--- config.mk ---
export PLATFORM = sky130hd
export DESIGN_NAME = mem_load_sequencer_flat
export DESIGN_NICKNAME = d
export VERILOG_FILES = /design/src/rtl/mem_load_sequencer_if.sv /design/src/rtl/mem_load_sequencer.sv /design/src/flat_wrapper.sv
export SDC_FILE = /design/constraint.sdc
export NUM_CORES = 1
export LEC_CHECK = 0
export BUFFER_PORTS_ARGS = -buffer_cell sky130_fd_sc_hd__buf_2
export CORE_MARGIN = 2
export CORE_UTILIZATION = 55
export CTS_BUF_LIST = sky130_fd_sc_hd__clkbuf_2 sky130_fd_sc_hd__clkbuf_4 sky130_fd_sc_hd__clkbuf_8
export DETAILED_ROUTE_END_ITERATION = 10
export PLACE_DENSITY = 0.87
export SYNTH_ARGS = -nofsm -noshare
export SYNTH_HDL_FRONTEND = slang
export SYNTH_SLANG_ARGS = --single-unit
--- constraint.sdc ---
create_clock -name clock -period 4.91 [get_ports clock]
set_input_delay 0.7365 -clock clock [delete_from_list [all_inputs] [get_ports clock]]
set_output_delay 0.7365 -clock clock [all_outputs]
set_load 0.01 [all_outputs]
--- src/rtl/mem_load_sequencer_if.sv ---
// MEM-stage load sequencer bus: pipeline-side op inputs, byte-wide data-memory
// read handshake, and the MEM/WB mux select / load result outputs.
interface mem_load_sequencer_if;
  logic        mem_op_valid;
  logic [1:0]  op_type;
  logic [15:0] mem_addr;
  logic        dmem_req;
  logic [15:0] dmem_addr;
  logic [7:0]  dmem_rdata;
  logic        dmem_ack;
  logic [3:0]  sel_signals;
  logic [7:0]  ld_res_top;
  logic [7:0]  ld_res_bot;
  logic        stall;
  logic        ld_done;
  logic        bus_err;

  // Driver side: pipeline plus data memory.
  modport master (
    output mem_op_valid, op_type, mem_addr, dmem_rdata, dmem_ack,
    input  dmem_req, dmem_addr, sel_signals, ld_res_top, ld_res_bot,
           stall, ld_done, bus_err
  );

  // Sequencer side.
  modport slave (
    input  mem_op_valid, op_type, mem_addr, dmem_rdata, dmem_ack,
    output dmem_req, dmem_addr, sel_signals, ld_res_top, ld_res_bot,
           stall, ld_done, bus_err
  );
endinterface

--- src/rtl/mem_load_sequencer.sv ---
// MEM-stage load sequencer: drives the MEM/WB select bus and runs the 1- or 2-beat
// byte-wide load handshake. Optional read-beat timeout under MEM_LOAD_TIMEOUT_EN.
module mem_load_sequencer #(
  parameter int unsigned TIMEOUT_CYCLES = 15
) (
  input  logic                 clock,
  input  logic                 reset,
  mem_load_sequencer_if.slave  bus
);

  typedef enum logic [1:0] {
    IDLE     = 2'd0,
    RD_LO    = 2'd1,
    RD_HI    = 2'd2,
    COMPLETE = 2'd3
  } state_e;

  localparam logic [3:0] SEL_PASS  = 4'b0100;
  localparam logic [3:0] SEL_SFR   = 4'b0010;
  localparam logic [3:0] SEL_LDRES = 4'b1001;

  state_e      state_q, state_d;
  logic        word_q, word_d;
  logic [15:0] addr_q, addr_d;
  logic [7:0]  top_q, top_d;
  logic [7:0]  bot_q, bot_d;
  logic        berr_q, berr_d;

  logic [3:0]  sel;
  logic        stall;
  logic        req;
  logic [15:0] raddr;
  logic        beat_ack;
  logic        beat_abort;

  assign beat_ack = req & bus.dmem_ack;

`ifdef MEM_LOAD_TIMEOUT_EN
  localparam logic [3:0] WAIT_LAST = 4'(TIMEOUT_CYCLES - 1);

  logic [3:0] wait_q, wait_d;

  // Counter restarts on every state change, so each beat gets a fresh budget.
  always_comb begin
    wait_d = wait_q;
    if (state_d != state_q) wait_d = 4'd0;
    else if (req && !bus.dmem_ack) wait_d = wait_q + 4'd1;
  end

  // Ack in the final cycle still wins over the abort.
  assign beat_abort = req && !bus.dmem_ack && (wait_q == WAIT_LAST);

  always_ff @(posedge clock) begin
    if (reset) wait_q <= 4'd0;
    else       wait_q <= wait_d;
  end
`else
  assign beat_abort = 1'b0;
`endif

  always_comb begin
    state_d = state_q;
    word_d  = word_q;
    addr_d  = addr_q;
    top_d   = top_q;
    bot_d   = bot_q;
    berr_d  = berr_q;
    sel     = SEL_PASS;
    stall   = 1'b0;
    req     = 1'b0;
    raddr   = 16'h0000;

    case (state_q)
      IDLE: begin
        if (bus.mem_op_valid) begin
          if (bus.op_type == 2'b01) begin
            sel = SEL_SFR;
          end else if (bus.op_type[1]) begin
            word_d  = bus.op_type[0];
            addr_d  = bus.mem_addr;
            berr_d  = 1'b0;
            stall   = 1'b1;
            state_d = RD_LO;
          end
        end
      end

      RD_LO: begin
        req   = 1'b1;
        raddr = addr_q;
        stall = 1'b1;
        if (beat_ack) begin
          bot_d = bus.dmem_rdata;
          if (word_q) begin
            state_d = RD_HI;
          end else begin
            top_d   = 8'h00;
            state_d = COMPLETE;
          end
        end else if (beat_abort) begin
          // Missing bytes read as all-ones; a byte load still zero-extends.
          bot_d   = 8'hFF;
          top_d   = word_q ? 8'hFF : 8'h00;
          berr_d  = 1'b1;
          state_d = COMPLETE;
        end
      end

      RD_HI: begin
        req   = 1'b1;
        raddr = addr_q + 16'd1;
        stall = 1'b1;
        if (beat_ack) begin
          top_d   = bus.dmem_rdata;
          state_d = COMPLETE;
        end else if (beat_abort) begin
          top_d   = 8'hFF;
          berr_d  = 1'b1;
          state_d = COMPLETE;
        end
      end

      COMPLETE: begin
        sel     = SEL_LDRES;
        state_d = IDLE;
      end

      default: state_d = IDLE;
    endcase
  end

  // Reset also discards any partial load result.
  always_ff @(posedge clock) begin
    if (reset) begin
      state_q <= IDLE;
      word_q  <= 1'b0;
      addr_q  <= 16'h0000;
      top_q   <= 8'h00;
      bot_q   <= 8'h00;
      berr_q  <= 1'b0;
    end else begin
      state_q <= state_d;
      word_q  <= word_d;
      addr_q  <= addr_d;
      top_q   <= top_d;
      bot_q   <= bot_d;
      berr_q  <= berr_d;
    end
  end

  assign bus.sel_signals = sel;
  assign bus.stall       = stall;
  assign bus.dmem_req    = req;
  assign bus.dmem_addr   = raddr;
  assign bus.ld_res_top  = top_q;
  assign bus.ld_res_bot  = bot_q;
  assign bus.ld_done     = (state_q == COMPLETE);
`ifdef MEM_LOAD_TIMEOUT_EN
  assign bus.bus_err     = (state_q == COMPLETE) && berr_q;
`else
  assign bus.bus_err     = 1'b0;
`endif

endmodule

--- src/flat_wrapper.sv ---
// flat-port wrapper written by rule: the top's interface ports become plain ports
module mem_load_sequencer_flat 
#(
  parameter int unsigned TIMEOUT_CYCLES = 15
)
  (clock, reset, bus_mem_op_valid, bus_op_type, bus_mem_addr, bus_dmem_rdata, bus_dmem_ack, bus_dmem_req, bus_dmem_addr, bus_sel_signals, bus_ld_res_top, bus_ld_res_bot, bus_stall, bus_ld_done, bus_bus_err);
  mem_load_sequencer_if bus_i ();
  input  logic clock;
  input  logic reset;
  input wire logic [$bits(bus_i.mem_op_valid)-1:0] bus_mem_op_valid;
  input wire logic [$bits(bus_i.op_type)-1:0] bus_op_type;
  input wire logic [$bits(bus_i.mem_addr)-1:0] bus_mem_addr;
  input wire logic [$bits(bus_i.dmem_rdata)-1:0] bus_dmem_rdata;
  input wire logic [$bits(bus_i.dmem_ack)-1:0] bus_dmem_ack;
  output wire logic [$bits(bus_i.dmem_req)-1:0] bus_dmem_req;
  output wire logic [$bits(bus_i.dmem_addr)-1:0] bus_dmem_addr;
  output wire logic [$bits(bus_i.sel_signals)-1:0] bus_sel_signals;
  output wire logic [$bits(bus_i.ld_res_top)-1:0] bus_ld_res_top;
  output wire logic [$bits(bus_i.ld_res_bot)-1:0] bus_ld_res_bot;
  output wire logic [$bits(bus_i.stall)-1:0] bus_stall;
  output wire logic [$bits(bus_i.ld_done)-1:0] bus_ld_done;
  output wire logic [$bits(bus_i.bus_err)-1:0] bus_bus_err;
  assign bus_i.mem_op_valid = bus_mem_op_valid;
  assign bus_i.op_type = bus_op_type;
  assign bus_i.mem_addr = bus_mem_addr;
  assign bus_i.dmem_rdata = bus_dmem_rdata;
  assign bus_i.dmem_ack = bus_dmem_ack;
  assign bus_dmem_req = bus_i.dmem_req;
  assign bus_dmem_addr = bus_i.dmem_addr;
  assign bus_sel_signals = bus_i.sel_signals;
  assign bus_ld_res_top = bus_i.ld_res_top;
  assign bus_ld_res_bot = bus_i.ld_res_bot;
  assign bus_stall = bus_i.stall;
  assign bus_ld_done = bus_i.ld_done;
  assign bus_bus_err = bus_i.bus_err;
  mem_load_sequencer #(.TIMEOUT_CYCLES(TIMEOUT_CYCLES)) u_core (.clock(clock), .reset(reset), .bus(bus_i));
endmodule
==> results.yml, run 1 <==
run_status:
  status: "finished clean"
cts:
  ctsResizeCount: 0
  clk_pin_slew_ps: 100
  cts_buffer_depth: 2
  cts-root-buf: "clkbuf_4"
  clk_latency_ps: 340
  htree_levels: 2
  cts_tree: "built"
  cts_buffers: 5
  cts_setup_buffers: 0
  cts_sinks: 35
  postCtsHoldBufs: 0
global_route:
  antenna_found_initial: 0
  grt_pass1_vias: 1837
  overflow: 0
  grt_max_degree: 36
  grt_pass1_wl_um: 8230
  grt_use_total_pct: 24.9
yosys:
  syn_area_um2: 2000
  synthesis.nets: 304
  synth_top_family_by_area: "simple AND/OR/NAND/NOR gates"
  synth-compound-area-share_pct: 20.6
  postSynth.asyncResetShare_pct: 0
  syn_area_per_cell_um2: 7.48
  synth_edf_count: 0
  synth.distinct_cells: 46
  synth_seq_cells: 35
  synth_xor_area_share_pct: 0.437
  synth_top_flop_cell: "dfxtp_1"
  synth_cells: 268
  synth_fa_ha_area_share_pct: 3.75
  synthMuxAreaShare_pct: 5.06
  synth-simple-area-share_pct: 29.3
  ys_seq_area_share_pct: 35.0
  yosys_warnings: 0
worst_setup_path:
  cp_max_fo: 22
  crit_top_cell: "inv_1"
  required_ps: 4170
  startpoint_type: "flop"
  path_delay_family: "adder cells"
  worst-path-buf-inv: 3
  critPathCaptureType: "output pin"
  max_stage_delay_ps: 610
  r2r_slack_ps: 2650
  cp_cell_sequence: "inv_1 > ha_1 > inv_1 > or4_1 > a31oi_1 > buf_2"
  cp_data_arrival_time_ps: 2510
  worstSetupPathType: "reg2out"
  crit_path_top_delay_cell: "ha_1"
hold_path:
  hold_path.class: "reg2reg"
place:
  port_buffers: 68
  hpwl_um: 3600
  gp_congestion: 0.897
  dp_slack_ps: 2050
  dp_cells: 361
pwr:
  pwr-share-clk_pct: 20.9
  cellLeakagePower_nw: 1.07
  seqPwrFrac_pct: 43.9
  peakVddDrop_mv: 0.208
  p_comb_share_pct: 35.3
  p_sw_mw: 0.305
  intPower_mw: 0.478
  powerDensity_nw_per_um2: 331
  total_power_mw: 0.783
  swShare_pct: 38.9
finish:
  syn_to_final_growth_pct: 18.0
  finalNonFillerCells: 369
  final_nets: 358
  final_util_pct: 69.2
  n_antenna_cell: 0
  drive_gt1_share_pct: 26.3
sta:
  min_period_over_period_pct: 66.1
  period_minus_slack_ps: 3250
  relSlewSlack_pct: 52.2
  maxSlewViolCount: 0
  setup_violations: 0
  rsz0062_at_grt: "false"
  hold_viol_final: 0
  layout_setup_ws_ps: 1660
  worstMarginPinSlew_ps: 716
  tns_ps: 0
  fmax_ghz: 0.308
  finClkSkew_ps: 4.60
floorplanning:
  coreArea_um2: 3420
  start_util_pct: 58.7
  die_x_um: 64.4
  die_y_um: 64.4
  die_area_um2: 4140
  fp-row-count: 21
  io_pins: 70
flow_run:
  max_cap_viol_count: 0
drt:
  drt-total-wl_um: 5100
  vias_per_cell: 5.78
  vias: 2133
  first_pass_iters: 4
  ant_nets: 0
  post_drt_wl_per_cell_um: 13.8
  drc_errors: 0
  dr.first_iter.drc_count: 234
==> power groups by stage <==
| stage | sequential (mW) | clock, mW | combinational (mW) |
|---|---|---|---|
| 5_1_grt | 0.348 | 0.179 | 0.306 |
| 4_1_cts | 0.342 | 0.165 | 0.275 |
| 2_1_floorplan | 0.339 | 0 | 0.206 |
| 6_report | 0.343 | 0.163 | 0.276 |
| 3_5_place_dp | 0.348 | 0 | 0.273 |
| 3_3_place_gp | 0.347 | 0 | 0.265 |
==> Yosys cell counts, drive strengths merged (2+ instances only) <==
master | instances | share of area [%]
or4 | 3 | 1.1
nand4 | 3 | 1.7
a21oi | 36 | 9.0
nand3 | 15 | 4.0
mux2i | 9 | 4.5
a31oi | 3 | 0.94
nor2b | 3 | 0.94
nor2 | 17 | 3.2
ha | 6 | 3.7
buf | 5 | 1.7
inv | 5 | 0.94
o21ai | 10 | 2.7
o41ai | 3 | 1.3
dfxtp | 35 | 35
a22oi | 2 | 0.75
o31ai | 2 | 0.75
clkbuf | 16 | 3.0
or3 | 2 | 0.69
and2 | 10 | 3.1
nand2 | 57 | 11
and4 | 2 | 0.94
a41oi | 3 | 1.3
and3 | 5 | 1.6
==> worst reg2reg max path, delay by kind of cell, from the launching register on <==
kind | cells | cell delay [ps]
adders and majority gates | 1 | 440
AOI/OAI and AO/OA | 1 | 70
DFF | 1 | 360
and+or+nand+nor | 3 | 1150
buffers and inverters | 1 | 110
==> kinds of logic after synthesis <==
| logic type | count (synthesis) |
|---|---|
| flops | 35 |
| other cells | 1 |
| xor+xnor | 1 |
| simple gates | 121 |
| mux | 10 |
| buf+inv | 26 |
| compound gates | 68 |
| fa+ha+maj | 6 |
==> registers in the layout, summed over array words and instances (netlist names) <==
name                   flops
u_core.addr_q             16
u_core.bus.ld_res_bot      8
u_core.bus.ld_res_top      8
u_core.state_q             2
u_core.word_q              1
==> routing by layer <==
layer | vias to the layer above | track usage [%] | part of all wire (%)
met5 | - | 0 | 0
met4 | 0 | 6.91 | 1.7
met3 | 10 | 8.45 | 9.2
met2 | 94 | 41.3 | 48
met1 | 985 | 30.8 | 41
li1 | 1044 | - | -
==> cell usage in the layout (no fill, tap or decap), types with 5 or more instances in the layout <==
cell       n
a21oi_1   36
and2_1     9
and3_1     5
buf_2     68
clkbuf_4   7
dfxtp_1   35
ha_1       6
inv_1      5
mux2i_1    9
nand2_1   57
nand3_1   14
nor2_1    17
o21ai_0    9
==> worst paths after layout <==
kind                                 start                        to  cells past startpoint
setup / recovery         u_core.state_q[0]         bus_dmem_addr[12]                      6
hold / removal    u_core.bus.ld_res_bot[6]  u_core.bus.ld_res_bot[6]                      2
setup reg to reg         u_core.state_q[1]  u_core.bus.ld_res_bot[2]                      6
hold reg to reg   u_core.bus.ld_res_bot[6]  u_core.bus.ld_res_bot[6]                      2
==> final cells by class <==
cell class                 count  area, um2
clock inverter                 1       5.00
fill                         310       1050
timing repair buffer          68        340
clock buffer                   7       52.6
inverter                       5       18.8
sequential                    35        701
tap                           46       57.6
multi-input combinational    207       1190
==> stage by stage <==
step / cell area, um2 / hold slack, ps
CTS: 2360 / 462
finish: 2360 / 461
floorplan: 2000 / 437
global placement: 2310 / 443
global route: 2360 / 478
detailed placement: 2310 / 447
Power figures use the tool's default switching activity.
==> inputs of run 2 (changes only) <==
--- a/config.mk
+++ b/config.mk
@@ -7,10 +7,10 @@
 export LEC_CHECK = 0
 export BUFFER_PORTS_ARGS = -buffer_cell sky130_fd_sc_hd__buf_2
 export CORE_MARGIN = 2
-export CORE_UTILIZATION = 55
+export CORE_UTILIZATION = 52
 export CTS_BUF_LIST = sky130_fd_sc_hd__clkbuf_2 sky130_fd_sc_hd__clkbuf_4 sky130_fd_sc_hd__clkbuf_8
 export DETAILED_ROUTE_END_ITERATION = 10
-export PLACE_DENSITY = 0.87
+export PLACE_DENSITY = 0.83
 export SYNTH_ARGS = -nofsm -noshare
 export SYNTH_HDL_FRONTEND = slang
 export SYNTH_SLANG_ARGS = --single-unit
==> constraint.sdc (replaced) <==
create_clock -name clock -period 3 [get_ports clock]
set_input_delay 0.45 -clock clock [delete_from_list [all_inputs] [get_ports clock]]
set_output_delay 0.45 -clock clock [all_outputs]
set_load 0.01 [all_outputs]
==> results.yml, run 2 (same netlist as run 1, synthesis figures left out) <==
floorplanning:
  io_pins: 70
  fp-row-count: 22
  die_y_um: 66.1
  coreArea_um2: 3690
  die_area_um2: 4370
  start_util_pct: 54.3
  die_x_um: 66.1
pwr:
  cellLeakagePower_nw: 1.10
  peakVddDrop_mv: 0.370
  seqPwrFrac_pct: 40.0
  p_comb_share_pct: 32.7
  intPower_mw: 0.902
  powerDensity_nw_per_um2: 575
  pwr-share-clk_pct: 27.3
  swShare_pct: 35.7
  p_sw_mw: 0.500
finish:
  syn_to_final_growth_pct: 21.5
  final_nets: 361
  fillCellCount: 356
  mostFrequentLayoutCells: "68 x buf_2, 57 x nand2_1, 36 x a21oi_1, 35 x dfxtp_1, 17 x nor2_1"
  n_antenna_cell: 0
  largest_reg_flops: 16
  multiInputGateArea_um2: 1190
  regArea_um2: 701
  layout_commonest_cell: "buf_2"
  drive_gt1_share_pct: 27.0
  regMostFlops: "u_core.addr_q"
worst_setup_path:
  startpoint_type: "flop"
  worstSetupPathType: "reg2out"
  crit_end: "bus_dmem_addr[12]"
  crit_top_cell: "inv_1"
  path_depth: 6
  r2r_slack_ps: 910
  required_ps: 2550
  critPathCaptureType: "output pin"
  crit_path_top_delay_cell: "or4_1"
  r2r-start: "u_core.state_q[1]"
  crit_start: "u_core.state_q[0]"
  worst-path-buf-inv: 3
  path_delay_family: "simple AND/OR/NAND/NOR gates"
  cp_data_arrival_time_ps: 2220
  rr_worst_depth: 7
  rr_endpoint: "u_core.bus.ld_res_bot[7]"
  cp_max_fo: 15
  cp_cell_sequence: "inv_1 > ha_1 > inv_1 > or4_1 > a31oi_1 > buf_2"
  max_stage_delay_ps: 530
drt:
  ant_nets: 0
  drt-total-wl_um: 4940
  dr.first_iter.drc_count: 178
  first_pass_iters: 4
  vias_per_cell: 5.56
  vias: 2081
  drc_errors: 0
  post_drt_wl_per_cell_um: 13.2
cts:
  cts_sinks: 35
  clk_pin_slew_ps: 70
  postCtsHoldBufs: 0
  cts-root-buf: "clkbuf_8"
  htree_levels: 2
  ctsResizeCount: 0
  cts_tree: "built"
  cts_buffer_depth: 2
  cts_buffers: 5
  cts_setup_buffers: 0
  clk_latency_ps: 290
sta:
  maxSlewViolCount: 0
  finClkSkew_ps: 2.97
  layout_setup_ws_ps: 330
  worstMarginPinSlew_ps: 614
  tns_ps: 0
  min_period_over_period_pct: 89.0
  relSlewSlack_pct: 59.1
  setup_violations: 0
  period_minus_slack_ps: 2670
  hold_viol_final: 0
  rsz0062_at_grt: "false"
  fmax_ghz: 0.374
place:
  hpwl_um: 3660
  dp_slack_ps: 664
  gp_congestion: 0.859
  port_buffers: 68
global_route:
  grt_pass1_wl_um: 8250
  grt_max_degree: 36
  grt_use_total_pct: 24.3
  overflow: 0
  antenna_found_initial: 0
  grt_pass1_vias: 1844
run_status:
  status: "finished clean"
hold_path:
  hold_path.class: "in2reg"
  holdPathStages: 3
flow_run:
  max_cap_viol_count: 0
## run 2: cell count changes in the layout (fill, tap and decap cells not counted)
cell / delta
clkbuf_8: +7
clkbuf_4: -6
clkinv_2: -1
buf_4: +3
## run 2: stage by stage
step                      hold slack, ps  total power [mW]  instance area, um2  util (%)  instances
after floorplan                      437             0.891                2000         -        268
after global placement               441              1.02                2330      63.2        366
after detailed placement             444              1.03                2330      63.2        366
after CTS                            391              1.40                2440      66.0        374
after global routing                 396              1.48                2440      66.0        374
final                                391              1.40                2440      66.0        374
## run 2: layout make-up
type | instances | share of cell area, %
multi-input cells | 207 | 48.8
flip-flops and latches | 35 | 28.8
repair buffers | 71 | 14.9
clock buffers | 8 | 4.26
well taps | 48 | 2.47
inverters | 5 | 0.770
## run 2: routing by layer
| metal | global-route usage (%) | up-vias | share of wire, % |
|---|---|---|---|
| li1 | - | 1051 | - |
| met1 | 30.8 | 940 | 43 |
| met2 | 39.9 | 82 | 47 |
| met3 | 6.30 | 8 | 7.6 |
| met4 | 8.42 | 0 | 1.6 |
| met5 | 0 | - | 0 |
## run 2: worst min path at each step
stage	startpoint	endpoint	slack, ps
2_1_floorplan	u_core.word_q	u_core.word_q	440
3_3_place_gp	u_core.bus.ld_res_bot[5]	u_core.bus.ld_res_bot[5]	440
3_5_place_dp	u_core.bus.ld_res_bot[4]	u_core.bus.ld_res_bot[4]	440
4_1_cts	bus_mem_addr[1]	u_core.addr_q[1]	390
5_1_grt	bus_mem_addr[4]	u_core.addr_q[4]	400
6_report	bus_mem_addr[1]	u_core.addr_q[1]	390
## run 2: worst register-to-register path: stages (launching register included)
cell     delay (ps)
dfxtp_1         340
inv_1           110
ha_1            460
and2_0          420
buf_4           240
nand2_1         200
nand2_1         130
a21oi_1          60
## run 2: power by group through the flow
stage	Combinational (mW)	Clock, mW	Sequential [mW]
after global placement	0.447	0	0.568
final	0.458	0.383	0.561
after detailed placement	0.455	0	0.570
after CTS	0.457	0.385	0.560
after floorplan	0.337	0	0.555
after global routing	0.510	0.406	0.568
